## src/rtl/seg7_parity_scan.sv

```systemverilog
// Multiplexed N-digit hex 7-segment driver with per-digit parity checking.
// Captured digits with a parity error show a dash; bad loads are counted.
module seg7_parity_scan #(
  parameter int N_DIGITS   = 4,
  parameter int PARITY_ODD = 0,
  parameter int SCAN_DIV   = 1000
) (
  input  logic                  clk,
  input  logic                  rst_n,
  input  logic                  en,
  input  logic                  load,
  input  logic [4*N_DIGITS-1:0] data,
  input  logic [N_DIGITS-1:0]   par,
  input  logic                  clr_err,
  output logic [6:0]            seg,
  output logic [N_DIGITS-1:0]   an,
  output logic [N_DIGITS-1:0]   err_flags,
  output logic [7:0]            err_cnt
);

  localparam int IW = (N_DIGITS > 1) ? $clog2(N_DIGITS) : 1;
  localparam logic [15:0]   PSC_MAX = 16'(SCAN_DIV - 1);
  localparam logic [IW-1:0] IDX_MAX = IW'(N_DIGITS - 1);
  localparam logic [6:0]    DASH    = 7'b1000000;

  logic [4*N_DIGITS-1:0] dig_q;
  logic [N_DIGITS-1:0]   bad;
  logic [15:0]           psc;
  logic [IW-1:0]         idx;
  logic [3:0]            cur_nib;
  logic                  cur_err;

  always_comb begin
    bad = '0;
    for (int i = 0; i < N_DIGITS; i++) begin
      bad[i] = ^{data[4*i +: 4], par[i]} ^ 1'(PARITY_ODD);
    end
  end

  // Digit currently selected by the pre-edge index; feeds the registered seg.
  always_comb begin
    cur_nib = dig_q[4*idx +: 4];
    cur_err = err_flags[idx];
  end

  function automatic logic [6:0] hex7(input logic [3:0] n);
    logic [6:0] s;
    s = 7'b0000000;
    case (n)
      4'h0: s = 7'b0111111;
      4'h1: s = 7'b0000110;
      4'h2: s = 7'b1011011;
      4'h3: s = 7'b1001111;
      4'h4: s = 7'b1100110;
      4'h5: s = 7'b1101101;
      4'h6: s = 7'b1111101;
      4'h7: s = 7'b0000111;
      4'h8: s = 7'b1111111;
      4'h9: s = 7'b1101111;
      4'ha: s = 7'b1110111;
      4'hb: s = 7'b1111100;
      4'hc: s = 7'b0111001;
      4'hd: s = 7'b1011110;
      4'he: s = 7'b1111001;
      4'hf: s = 7'b1110001;
      default: s = 7'b0000000;
    endcase
    return s;
  endfunction

  always_ff @(posedge clk or negedge rst_n) begin
    if (!rst_n) begin
      dig_q     <= '0;
      err_flags <= '0;
    end else if (load) begin
      dig_q     <= data;
      err_flags <= bad;
    end
  end

  // Clear has priority over a same-cycle increment.
  always_ff @(posedge clk or negedge rst_n) begin
    if (!rst_n) begin
      err_cnt <= 8'd0;
    end else if (clr_err) begin
      err_cnt <= 8'd0;
    end else if (load && (|bad) && (err_cnt != 8'hff)) begin
      err_cnt <= err_cnt + 8'd1;
    end
  end

  // an and seg are both taken from the pre-edge index so they always agree.
  always_ff @(posedge clk or negedge rst_n) begin
    if (!rst_n) begin
      psc <= '0;
      idx <= '0;
      an  <= '0;
      seg <= '0;
    end else if (en) begin
      an  <= N_DIGITS'(1) << idx;
      seg <= cur_err ? DASH : hex7(cur_nib);
      if (psc == PSC_MAX) begin
        psc <= '0;
        idx <= (idx == IDX_MAX) ? '0 : idx + 1'b1;
      end else begin
        psc <= psc + 16'd1;
      end
    end else begin
      an  <= '0;
      seg <= '0;
    end
  end

endmodule

```

## config.mk

```make
export PLATFORM = sky130hd
export DESIGN_NAME = seg7_parity_scan
export DESIGN_NICKNAME = d
export VERILOG_FILES = /design/src/rtl/seg7_parity_scan.sv
export SDC_FILE = /design/constraint.sdc
export NUM_CORES = 1
export LEC_CHECK = 0
export ABC_AREA = 1
export CORE_UTILIZATION = 38
export CTS_BUF_LIST = sky130_fd_sc_hd__clkbuf_4 sky130_fd_sc_hd__clkbuf_8 sky130_fd_sc_hd__clkbuf_16
export CTS_CLUSTER_DIAMETER = 30
export DETAILED_ROUTE_END_ITERATION = 10
export PLACE_DENSITY_LB_ADDON = 0.05
export SLEW_MARGIN = 10
export SYNTH_ARGS = -nofsm -noshare
export SYNTH_HDL_FRONTEND = slang
export SYNTH_SLANG_ARGS = --single-unit
```

## constraint.sdc

```tcl
create_clock -name clk -period 1.7 [get_ports clk]
set_clock_uncertainty 0.05 [all_clocks]
set_input_delay 0.255 -clock clk [delete_from_list [all_inputs] [get_ports clk]]
set_output_delay 0.255 -clock clk [all_outputs]
set_load 0.01 [all_outputs]
```

# --- Word-level counts from Yosys, hierarchy flattened ---
# Memory sizes are Yosys's and may differ from the RTL's.
# Cells that the tools add are included.
word_totals:
  n_memories: 1
  elab_cells: 35
  reg_bits: 57
  mem_bits_ro: 112
memory_table:
  columns: ["memory", "words", "word_bits", "rd", "rd_ports_with_merged_regs", "wr", "line_no", "rtl"]
  rows:
  - ["(no name shown)", 16, 7, 1, 0, 0, "49", "case (n)"]
classes:
  eq_ne: 3
  n_reduce_logical: 9
  n_shift: 2
  order_cmp: 1
  addsub: 3
  mux: 9
ops:
  columns: ["cell", "n"]
  rows:
  - ["XOR reduction 5 bit", 4]
  - ["adder 16 x 1 -> 16 bit (second input constant)", 1]
  - ["== test 16 x 10 -> 1 bit (second input constant)", 1]
  - ["2-to-1 mux 16 bit", 1]
  - ["2-to-1 mux 8 bit", 2]
  - ["indexed part select 16 x 5 -> 4 bit", 1]
  - ["2-to-1 mux 7 bit", 2]
  - ["adder 8 x 1 -> 8 bit (second input constant)", 1]
  - ["inequality test 8 bit (second input constant)", 1]
  - ["2-to-1 mux 4 bit", 1]
  - ["OR reduction 4 bit", 1]
  - ["<< shifter 1 x 2 -> 4 bit (first input constant)", 1]
  - ["< comparator 2 x 3 -> 1 bit (second input constant)", 1]
  - ["adder 2 x 1 -> 2 bit (second input constant)", 1]
  - ["binary-select mux 1 bit (select 2 bit)", 1]
  - ["== test 2 bit (second input constant)", 1]
  - ["logical AND 1 bit", 2]
  - ["2-to-1 mux 2 bit", 1]
  - ["AND reduction 2 bit", 1]
  - ["nonzero test 2 bit", 1]
  - ["2-to-1 mux 1 bit", 1]

# --- Logic depth before layout (Yosys ltp) ---
logic_depth:
  depth_word: 6
  depth_mapped: 12

# --- Worst setup path after synthesis ---
# Ideal clock, no wire load.
synth_timing:
  path_type: "register to register"
  from: "register idx[0]"
  to: "register seg[0]"
  setup_time_ps: 121
  path_stages_with_launch: 11
  n_path_buf: 1
  arrival_ps: 1632
  slack_ps: -103
  path_cell_list: "dfrtp_1 buf_6 nand2_1 nand3_1 nand2_1 inv_1 ha_1 inv_1 a21oi_2 o21ai_0 nor3b_2"
synth_between:
  elab_chain_cells: 4
synth_rtl:
  columns: ["item", "line_no", "rtl"]
  rows:
  - ["start, declared", "29", "logic [IW-1:0] idx;"]
  - ["start signal, assigned", "104", "idx <= (idx == IDX_MAX) ? '0 : idx + 1'b1;"]
  - ["indexed part select 16 x 5 -> 4 bit or binary-select mux 1 bit (select 2 bit) (tied branches)", "42, 43", null]
  - ["memory (16 x 7 bit) or 2-to-1 mux 1 bit (tied branches)", null, null]
  - ["2-to-1 mux 7 bit (*)", "101", "seg <= cur_err ? DASH : hex7(cur_nib);"]
  - ["2-to-1 mux 7 bit (*)", "99", "end else if (en) begin"]
  - ["end signal, assigned", "101", null]
  - ["end, declared", "15", "output logic [6:0] seg,"]
# Mark *: on every way between the ends. The rest lies on a longest branch, timed or not. The select of a mux whose other input is x is not followed.
# A chain may end at the register's enable or synchronous reset.

# --- Worst setup path in the final report ---
layout_timing:
  from: "register err_cnt[4]"
  to: "output err_cnt[4]"
layout_lines:
  columns: ["item", "line_no", "rtl"]
  rows:
  - ["start, declared", "18", "output logic [7:0] err_cnt"]
  - ["start signal, assigned", "88", "err_cnt <= err_cnt + 8'd1;"]
# No word-level cell between the ends.

==> results.yml <==
status:
  status: "completed"
grt:
  grt_max_degree: 58
  grt_pass1_vias: 2755
  antenna_found_initial: 0
  grt_pass1_wl_um: 12600
  grtUsageTotal_pct: 18.4
  grt_overflow: 0
cells_and_area:
  layoutNonFillerInstCount: 625
  nNetsFinal: 553
  regArea_sq_um: 1430
  final_core_utilization_pct: 55.7
  area_growth_pct: 41.2
  multiInputGateArea_sq_um: 1670
  drive_gt1_share_pct: 23.8
  fillers: 777
  n_antenna_cell: 0
sta:
  fin_crit_ps: 1650
  tns_ps: 0
  setup_ws_ps: 53.3
  rsz0062_at_grt: "true"
  finalCritPeriodShare_pct: 96.9
  worst_pin_slew_ps: 448
  timing.final.max_slew_violations: 0
  setup_violations: 0
  maxSlewHeadroom_pct: 70.1
  fmax_mhz: 607
  hold_viol: 0
logic_synthesis:
  yosysWarnings: 0
  synth_cells: 414
  avgSynthCellArea_sq_um: 7.87
  synth_area_leaders: "dfrtp_1 (44%), nand2_1 (12%), inv_1 (7.3%), nand3_1 (5.4%), ha_1 (5.0%)"
  ys_ff_latch: 57
  synth_most_common_cell: "nand2_1"
  synthArstFlopShare_pct: 100
  synth_top_area_share_pct: 43.8
  ys_top_cells_by_count: "nand2_1 (107), inv_1 (63), dfrtp_1 (57), nand3_1 (35), nor2_1 (24)"
  synth_top_flop_cell: "dfrtp_1"
  yosysUniqueCellTypes: 38
  synth_fp_nets: 452
  synth_area_sq_um: 3260
  seq_area_frac_synth_pct: 43.8
  synth-edff-count: 0
  yosysTopAreaCell: "dfrtp_1"
run:
  maxCapViolCount: 0
setup_path:
  slowest_stage: "clkdlybuf4s50_1"
  critPathTopFamily: "buffers and inverters"
  cp.required_ps: 1390
  cp_max_fo: 6
  path_buf_inv: 1
  crit_path_cell_trace: "clkdlybuf4s50_1"
  arrival_ps: 1340
  crit_type: "reg -> out"
  setup.worst_path.end_class: "output pin"
  cp-start-kind: "flop"
  crit_path_max_incr_delay_ps: 570
placement:
  hpwlAfterDp_um: 5260
  gp_congestion: 0.820
  place_inst: 599
  post-place-ws_ps: -264
  io_buffers: 47
route:
  dr.first_iter.drc_count: 86
  routedWlPerCell_um: 11.8
  via_per_inst: 4.64
  firstDrtPassIters: 4
  vias: 2901
  drc: 0
  ant_nets: 0
  wl_um: 7390
cts:
  clock_latency_ps: 340
  clkTransAtPathRegs_ps: 70
  cts_buffers: 9
  cts_root_buf: "clkbuf_8"
  numClockSinks: 57
  clockBufferDepth: 2
  cts_tree: "done"
  cts.htree.levels: 3
die:
  io_pins: 48
  dieArea_sq_um: 8950
  rows: 33
  start_util_pct: 39.5
  dieHeight_um: 94.6
  chipWidth_um: 94.6
  core_area_sq_um: 8260
pwr:
  p_switching_uw: 1160
  pwr_density_cell_nw_per_um2: 863
  p_comb_share_pct: 22.1
  p_leak_uw: 0.00239
  internal_power_uw: 2810
  p_clk_share_pct: 36.7
  vdd_drop_max_uv: 352
  switching_share_pct: 29.3
  seqPwrFrac_pct: 41.2
worst_hold_path:
  min_path_type: "in -> reg"
[stage by stage]
stage | power, uW | hold WS [ps] | area, sq um
after global routing | 4190 | 339 | 4600
after CTS | 3940 | 407 | 4390
after global placement | 2460 | 233 | 4130
final | 3970 | 308 | 4600
after floorplan | 2100 | -90.6 | 3260
after detailed placement | 2470 | 234 | 4130
[cell usage in the layout, fill, tap and decap left out, types with 2 or more instances in the layout]
cell type,count
o21ai_0,15
clkdlybuf4s50_1,43
clkinv_2,2
nor4_1,2
ha_4,2
nand2_1,103
xor2_2,3
bufinv_16,2
o21ai_2,2
clkbuf_8,11
nand2_2,5
nand4_1,12
and3_1,2
inv_2,9
dlymetal6s2s_1,3
inv_1,56
a31oi_1,4
o22ai_2,2
nor3_1,12
ha_1,9
inv_4,4
nor2_2,5
a21oi_1,10
o21ai_1,4
nor2_1,20
dfrtp_2,5
buf_4,45
nand2_4,5
a21oi_2,2
buf_6,2
xor2_1,12
nand3_1,31
nand3_2,5
dfrtp_1,52
nor2_4,3
ha_2,2
[cell type report]
type,instances,area share (%)
clock buffers,11,3.29
multi-input cells,282,36.4
clock inverters,5,1.69
flip-flops and latches,57,31.1
repair buffers,96,18.8
inverters,69,5.85
well taps,105,2.86
[path summary, 6_finish.rpt]
kind	startpoint	to	slack, ps	cells past startpoint
max	err_cnt[4]	err_cnt[4]	50	1
min	data[8]	dig_q[8]	310	4
max reg2reg	idx[0]	seg[0]	80	7
min reg2reg	dig_q[9]	dig_q[9]	420	2
max in group asynchronous	rst_n	err_cnt[6]	930	3
min in group asynchronous	rst_n	seg[0]	390	3
[cells by family after synthesis]
| logic type | after synthesis | synth area share [%] |
|---|---|---|
| adders and majority gates | 13 | 4.99 |
| buffers and inverters | 76 | 9.18 |
| and+or+nand+nor | 208 | 29.2 |
| AOI/OAI and AO/OA | 45 | 8.83 |
| DFF | 57 | 43.8 |
| xor gates and xnor gates | 15 | 4.03 |
[what timing repair did]
action                     CTS  global route
gates cloned                 0             1
hold buffers                 1             0
setup endpoints to repair    2            25
buffers inserted             1             7
hold endpoints to repair    57             0
pin swaps                    0            17
resized for setup            6            44
[per-layer routing]
metal	part of all wire (%)	global-route usage [%]	wire, um	up-vias
met5	0	0	0	-
met4	2.2	8.59	164	0
met3	3.1	3.06	229	14
met2	45	28.5	3350	54
met1	49	25.1	3650	1302
li1	-	-	-	1531
[flip-flops by register name (all words and copies together), names as in the netlist]
register   count
err_cnt        8
idx            2
psc           16
dig_q         16
an             4
seg            7
err_flags      4
[power groups by stage]
| stage | clock (uW) | sequential (uW) | combinational (uW) |
|---|---|---|---|
| detailed placement | 0 | 1660 | 809 |
| CTS | 1490 | 1630 | 816 |
| finish | 1460 | 1640 | 876 |
| global placement | 0 | 1660 | 799 |
| floorplan | 0 | 1650 | 449 |
| global route | 1540 | 1660 | 993 |
Note: power is estimated with default switching activity, not from simulation.
